--- src/rtl/instr_sequencer.sv ---
// instr_sequencer: fetch/decode control stage for the register-file + ALU datapath.
// Holds a loadable instruction memory and a PC, and steps through R-type
// instructions at one instruction per three cycles (FETCH, DECODE, EXEC).
// Execution stops on a HALT opcode or after the last memory word.
module instr_sequencer #(
    parameter int PC_WIDTH    = 6,
    parameter int INSTR_WIDTH = 32
) (
    input  logic                   clk,
    input  logic                   reset,
    input  logic                   start,
    input  logic                   prog_we,
    input  logic [PC_WIDTH-1:0]    prog_addr,
    input  logic [INSTR_WIDTH-1:0] prog_data,
    output logic                   RegWrite,
    output logic [4:0]             Addr_op1,
    output logic [4:0]             Addr_op2,
    output logic [4:0]             Addr_Destino,
    output logic [2:0]             Operacion,
    output logic [PC_WIDTH-1:0]    pc,
    output logic                   busy,
    output logic                   done,
    output logic                   err
);

    typedef enum logic [2:0] {
        S_IDLE   = 3'd0,
        S_FETCH  = 3'd1,
        S_DECODE = 3'd2,
        S_EXEC   = 3'd3,
        S_HALT   = 3'd4
    } state_t;

    localparam logic [PC_WIDTH-1:0] PC_LAST   = '1;
    localparam logic [5:0]          OP_RTYPE  = 6'h00;
    localparam logic [5:0]          OP_HALT   = 6'h3F;

    logic [INSTR_WIDTH-1:0] mem_q [2**PC_WIDTH];
    logic [INSTR_WIDTH-1:0] ir_q;
    state_t                 state_q;
    logic [PC_WIDTH-1:0]    pc_q;
    logic                   regwrite_q;
    logic [4:0]             rs_q;
    logic [4:0]             rt_q;
    logic [4:0]             rd_q;
    logic [2:0]             oper_q;
    logic                   err_q;

    // Decoded view of the instruction register, consumed in DECODE
    logic [2:0] oper_d;
    logic       funct_ok_d;
    logic       is_rtype_d;
    logic       is_halt_d;
    logic       write_d;
    logic       bad_d;

    // The shamt field has no meaning for this datapath.
    logic       unused_shamt;
    assign unused_shamt = ^ir_q[10:6];

    // Programming port: writes land only while the sequencer is not running
    always_ff @(posedge clk) begin
        if (prog_we && (state_q == S_IDLE || state_q == S_HALT)) begin
            mem_q[prog_addr] <= prog_data;
        end
    end

    // Instruction decode: opcode class, funct-to-ALU mapping, write qualification
    always_comb begin
        is_rtype_d = (ir_q[31:26] == OP_RTYPE);
        is_halt_d  = (ir_q[31:26] == OP_HALT);
        oper_d     = 3'b000;
        funct_ok_d = 1'b1;
        case (ir_q[5:0])
            6'h24:   oper_d = 3'b000;
            6'h25:   oper_d = 3'b001;
            6'h20:   oper_d = 3'b010;
            6'h22:   oper_d = 3'b110;
            6'h2A:   oper_d = 3'b111;
            default: funct_ok_d = 1'b0;
        endcase
        if (!is_rtype_d) begin
            oper_d = 3'b000;
        end
        write_d = is_rtype_d && funct_ok_d && (ir_q[15:11] != 5'd0);
        bad_d   = (is_rtype_d && !funct_ok_d) || (!is_rtype_d && !is_halt_d);
    end

    // Sequencer FSM with registered control outputs; RegWrite defaults low each cycle
    always_ff @(posedge clk) begin
        if (reset) begin
            state_q    <= S_IDLE;
            pc_q       <= '0;
            ir_q       <= '0;
            regwrite_q <= 1'b0;
            rs_q       <= '0;
            rt_q       <= '0;
            rd_q       <= '0;
            oper_q     <= '0;
            err_q      <= 1'b0;
        end else begin
            regwrite_q <= 1'b0;
            case (state_q)
                S_IDLE, S_HALT: begin
                    if (start) begin
                        state_q <= S_FETCH;
                        pc_q    <= '0;
                        err_q   <= 1'b0;
                    end
                end
                S_FETCH: begin
                    ir_q    <= mem_q[pc_q];
                    state_q <= S_DECODE;
                end
                S_DECODE: begin
                    rs_q   <= ir_q[25:21];
                    rt_q   <= ir_q[20:16];
                    rd_q   <= ir_q[15:11];
                    oper_q <= oper_d;
                    err_q  <= err_q | bad_d;
                    if (is_halt_d) begin
                        state_q <= S_HALT;
                    end else begin
                        regwrite_q <= write_d;
                        state_q    <= S_EXEC;
                    end
                end
                S_EXEC: begin
                    if (pc_q == PC_LAST) begin
                        state_q <= S_HALT;
                    end else begin
                        pc_q    <= pc_q + 1'b1;
                        state_q <= S_FETCH;
                    end
                end
                default: state_q <= S_IDLE;
            endcase
        end
    end

    assign RegWrite     = regwrite_q;
    assign Addr_op1     = rs_q;
    assign Addr_op2     = rt_q;
    assign Addr_Destino = rd_q;
    assign Operacion    = oper_q;
    assign pc           = pc_q;
    assign err          = err_q;
    assign busy         = (state_q == S_FETCH) || (state_q == S_DECODE) || (state_q == S_EXEC);
    assign done         = (state_q == S_HALT);

endmodule

--- config.mk ---
export PLATFORM = sky130hd
export DESIGN_NAME = instr_sequencer
export DESIGN_NICKNAME = d
export VERILOG_FILES = /design/src/rtl/instr_sequencer.sv
export SDC_FILE = /design/constraint.sdc
export NUM_CORES = 2
export LEC_CHECK = 0
export CAP_MARGIN = 10
export CORE_ASPECT_RATIO = 1.75
export CORE_MARGIN = 5
export CORE_UTILIZATION = 35
export DETAILED_ROUTE_END_ITERATION = 6
export HOLD_SLACK_MARGIN = 0.06
export PLACE_DENSITY_LB_ADDON = 0.08
export SYNTH_ARGS = -nofsm -noshare
export SYNTH_HDL_FRONTEND = slang
export SYNTH_SLANG_ARGS = --single-unit
--- constraint.sdc ---
create_clock -name clk -period 3.52 [get_ports clk]
set_input_delay 0.528 -clock clk [delete_from_list [all_inputs] [get_ports clk]]
set_output_delay 0.528 -clock clk [all_outputs]
set_load 0.02 [all_outputs]
==> results.md <==
- Run status: finished clean
- Synth Area in Compound Gates: 0.0417
- Measured slew at the worst slew-check pin: 1.24 ns
- Antenna violations before repair: 8
- Detailed Place HPWL: 128000 um
- Synthesis Warnings: 0
- Type of the setup path with the least slack: flop to output port
- Clock Latency Late Sink: 0.81 ns
- Maximum number of pins on one net before global-route repair: 74
- Syn Std Cell Area: 68500 um^2
- Standard cell core area: 196000 um^2
- Seq cells post-synth: 1784
- Share of synthesized registers carrying an async set or reset: 0
- Maximum achievable frequency: 304 MHz
- Area share of the leading cell type in the synthesized netlist: 0.757
- Pre-Repair DR Iteration Count: 5
- Number of hold violations in the final report: 0
- Wire length of the first global-routing pass: 285000 um
- Number of max-slew violations in the final report: 0
- Routed length per instance: 32.2 um
- Hold Slack: 0.227 ns
- Crit path max-delay cell type: dfxtp_4
- Area share of xor/xnor cells in the synthesized design: 0.000511
- Top post-synthesis cells by area: edfxtp_1, mux4_2, mux2i_1, dfxtp_1, o221ai_1
- Total of max-cap violations: 0
- Number of standard cells after synthesis: 3328
- Most frequent cells after synthesis: edfxtp_1, mux4_2, mux2i_1
- Library cell with the largest summed area after synthesis: edfxtp_1
- Launching element type of the critical path: flop
- Die outline area: 205000 um^2
- Post-placement cell count: 6083
- Number of cells on the worst hold path: 1
- I/O pin cnt: 70
- Max Fanout on Critical Path: 19
- Critical path endpoint category: output port
- Count of antenna-violating nets left after detailed routing: 0
- Data arrival time of the critical path: 2.76 ns
- Number of buffers added on ports: 64
- Mean Syn Cell Area: 20.6 um^2
- Worst Reg2Reg Path Length in Cells: 7
- Total number of vias: 33952
- Cell-by-cell listing of the critical path: buf_12, buf_4, clkdlybuf4s50_1
- Rows: 215
- Combined area of the multi-input logic cells: 14900 um^2
- Fillcell total: 17301
- Sequential-to-total area share from yosys stat: 0.773
- Depth of the CTS H-tree: 4
- Portion of netlist area occupied by mux cells: 0.146
- Clock tree sinks: 1784
- Number of global-route vias before repair: 35701
- Synthesized net count: 3371
- Vias per std cell: 5.32
- Share of the clock period used by the worst path: 0.935
- Commonest register cell after synthesis: edfxtp_1
- Total power per unit cell area: 531 nW/um^2
- Crit path time final: 3.29 ns
- Gr usage total: 0.199
- Most common cell in the netlist: edfxtp_1
- IR Drop Worst-Case VDD: 0.344 mV
- Worst Skew: 0.0217 ns
- Final cell count without fillers: 6387
- Final-layout setup total negative slack: 0 ns
- RSZ-0062 raised after global routing: false
- Leakage power summed over all cells: 0.0241 uW
- Final count of negative-setup-slack endpoints: 0
- Stage delay of the slowest cell on the critical path: 0.79 ns
- CTS tree: done
- Layout cells sized above 1: 0.255
- Adder-cell share of the synthesized area: 0.000183
- Dominant combinational cell family by area after synthesis: multiplexers
- CTS clock-pin slew for the worst setup and hold paths: 0.06 ns
- Distinct cell type count of the synthesized netlist: 50
- Data required time of the critical path: 2.99 ns
- Worst hold-check path type: input port to flop
- Net total in the final layout: 3697
- Number of buffers on the longest clock path: 4
- Layout overhead on the synthesized area: 16.9%
- CTS Buf Count: 170
- DRC violations left: 0
- Gp weighted congestion: 0.787
- Post-Synth Simple-Gate Area: 0.0220
- Width of the chip: 345 um
- Wirelength, routed: 205000 um
- Normalized max-slew margin: 0.177
- Clk Tree Root Cell: clkbuf_16
- Iteration-0 DRC Markers: 2721
- Sequential Area: 53000 um^2
- Residual overflow from global routing: 0
- Number of enable flip-flop cells after synthesis: 1728
- Initial cell density of the core: 0.351
- Die height: 595 um
## cell type report
cell class,count,area share
Clock buffer,200,0.0553
Tap cell,2604,0.0407
Antenna cell,13,0.000406
Multi-Input combinational cell,1342,0.186
Sequential cell,1784,0.662
Timing Repair Buffer,352,0.0447
Clock inverter,88,0.0110
Inverter,4,0.000187
## routing by layer
metal,vias to the layer above,GRT usage,routed length (um)
met5,-,0,0
met4,0,0.0656,7740
met3,265,0.0216,8290
met2,852,0.370,111000
met1,18376,0.240,77900
li1,14459,-,-
## worst max-delay path: cells and delay by family, from the launching register on
kind,cells,cell delay [ns]
buffers and inverters,3,1.14
DFF,1,0.79
## final timing paths
check,slack [ns],from,end
max,0.23,pc[0],pc[0]
min,0.23,prog_data[12],mem_q[46][12]
max reg2reg,0.37,pc[0],ir_q[27]
min reg2reg,0.46,Addr_op1[0],Addr_op1[0]
## through the flow
step / area [um^2] / setup WS [ns] / utilization / power [uW]
after floorplan: 68500 / 0.588 / - / 24300
after global placement: 74700 / 0.0320 / 0.382 / 25100
after detailed placement: 74700 / 0.0460 / 0.382 / 25100
after CTS: 80100 / 0.103 / 0.409 / 43100
after global routing: 80100 / 0.101 / 0.410 / 44000
final: 80100 / 0.229 / 0.410 / 42600
## cells by family (layout without fill, tap and decap cells)
kind of cell,Yosys count,after routing
multiplexers,621,621
AND/OR/NAND/NOR,336,336
flip-flops,1784,1784
other,0,13
AO/OA/AOI/OAI,380,380
buffers and inverters,202,644
adder cells (fa/ha/maj),1,1
XOR/XNOR,4,4
## report_power, final
| group | total [uW] | internal [uW] | switching [uW] |
|---|---|---|---|
| clock network | 18000 | 10300 | 7680 |
| registers | 23400 | 23400 | 64.2 |
| logic | 1210 | 341 | 867 |
## flip-flops by register name (all words and copies together) (netlist names)
signal	flops
ir_q	27
err	1
pc	6
mem_q	1728
Addr_Destino	5
Addr_op2	5
RegWrite	1
Addr_op1	5
Operacion	3
state_q	3
## repair_timing
action	4_1_cts	5_1_grt
setup endpoints to repair	1	0
buffers inserted	1	0
hold buffers	0	0
resized for setup	0	0
## placed cells by master (no fill, tap or decap), types with 10 or more instances in the layout
cell type	instances
a211o_1	52
a211oi_1	48
a21o_1	28
a21oi_1	20
buf_12	73
buf_2	27
buf_4	215
bufinv_16	18
clkbuf_1	27
clkbuf_16	173
clkdlybuf4s50_1	37
clkinv_1	31
clkinv_2	28
dfxtp_1	51
diode_2	13
edfxtp_1	1728
mux2_2	28
mux2i_1	294
mux4_2	299
nand2_1	73
nor2_1	97
nor2_4	59
nor2b_1	28
nor3_1	29
o211ai_1	26
o21ai_0	30
o221ai_1	70
o221ai_2	10
o22ai_1	81
No activity file was read; power rests on OpenSTA's default activity.
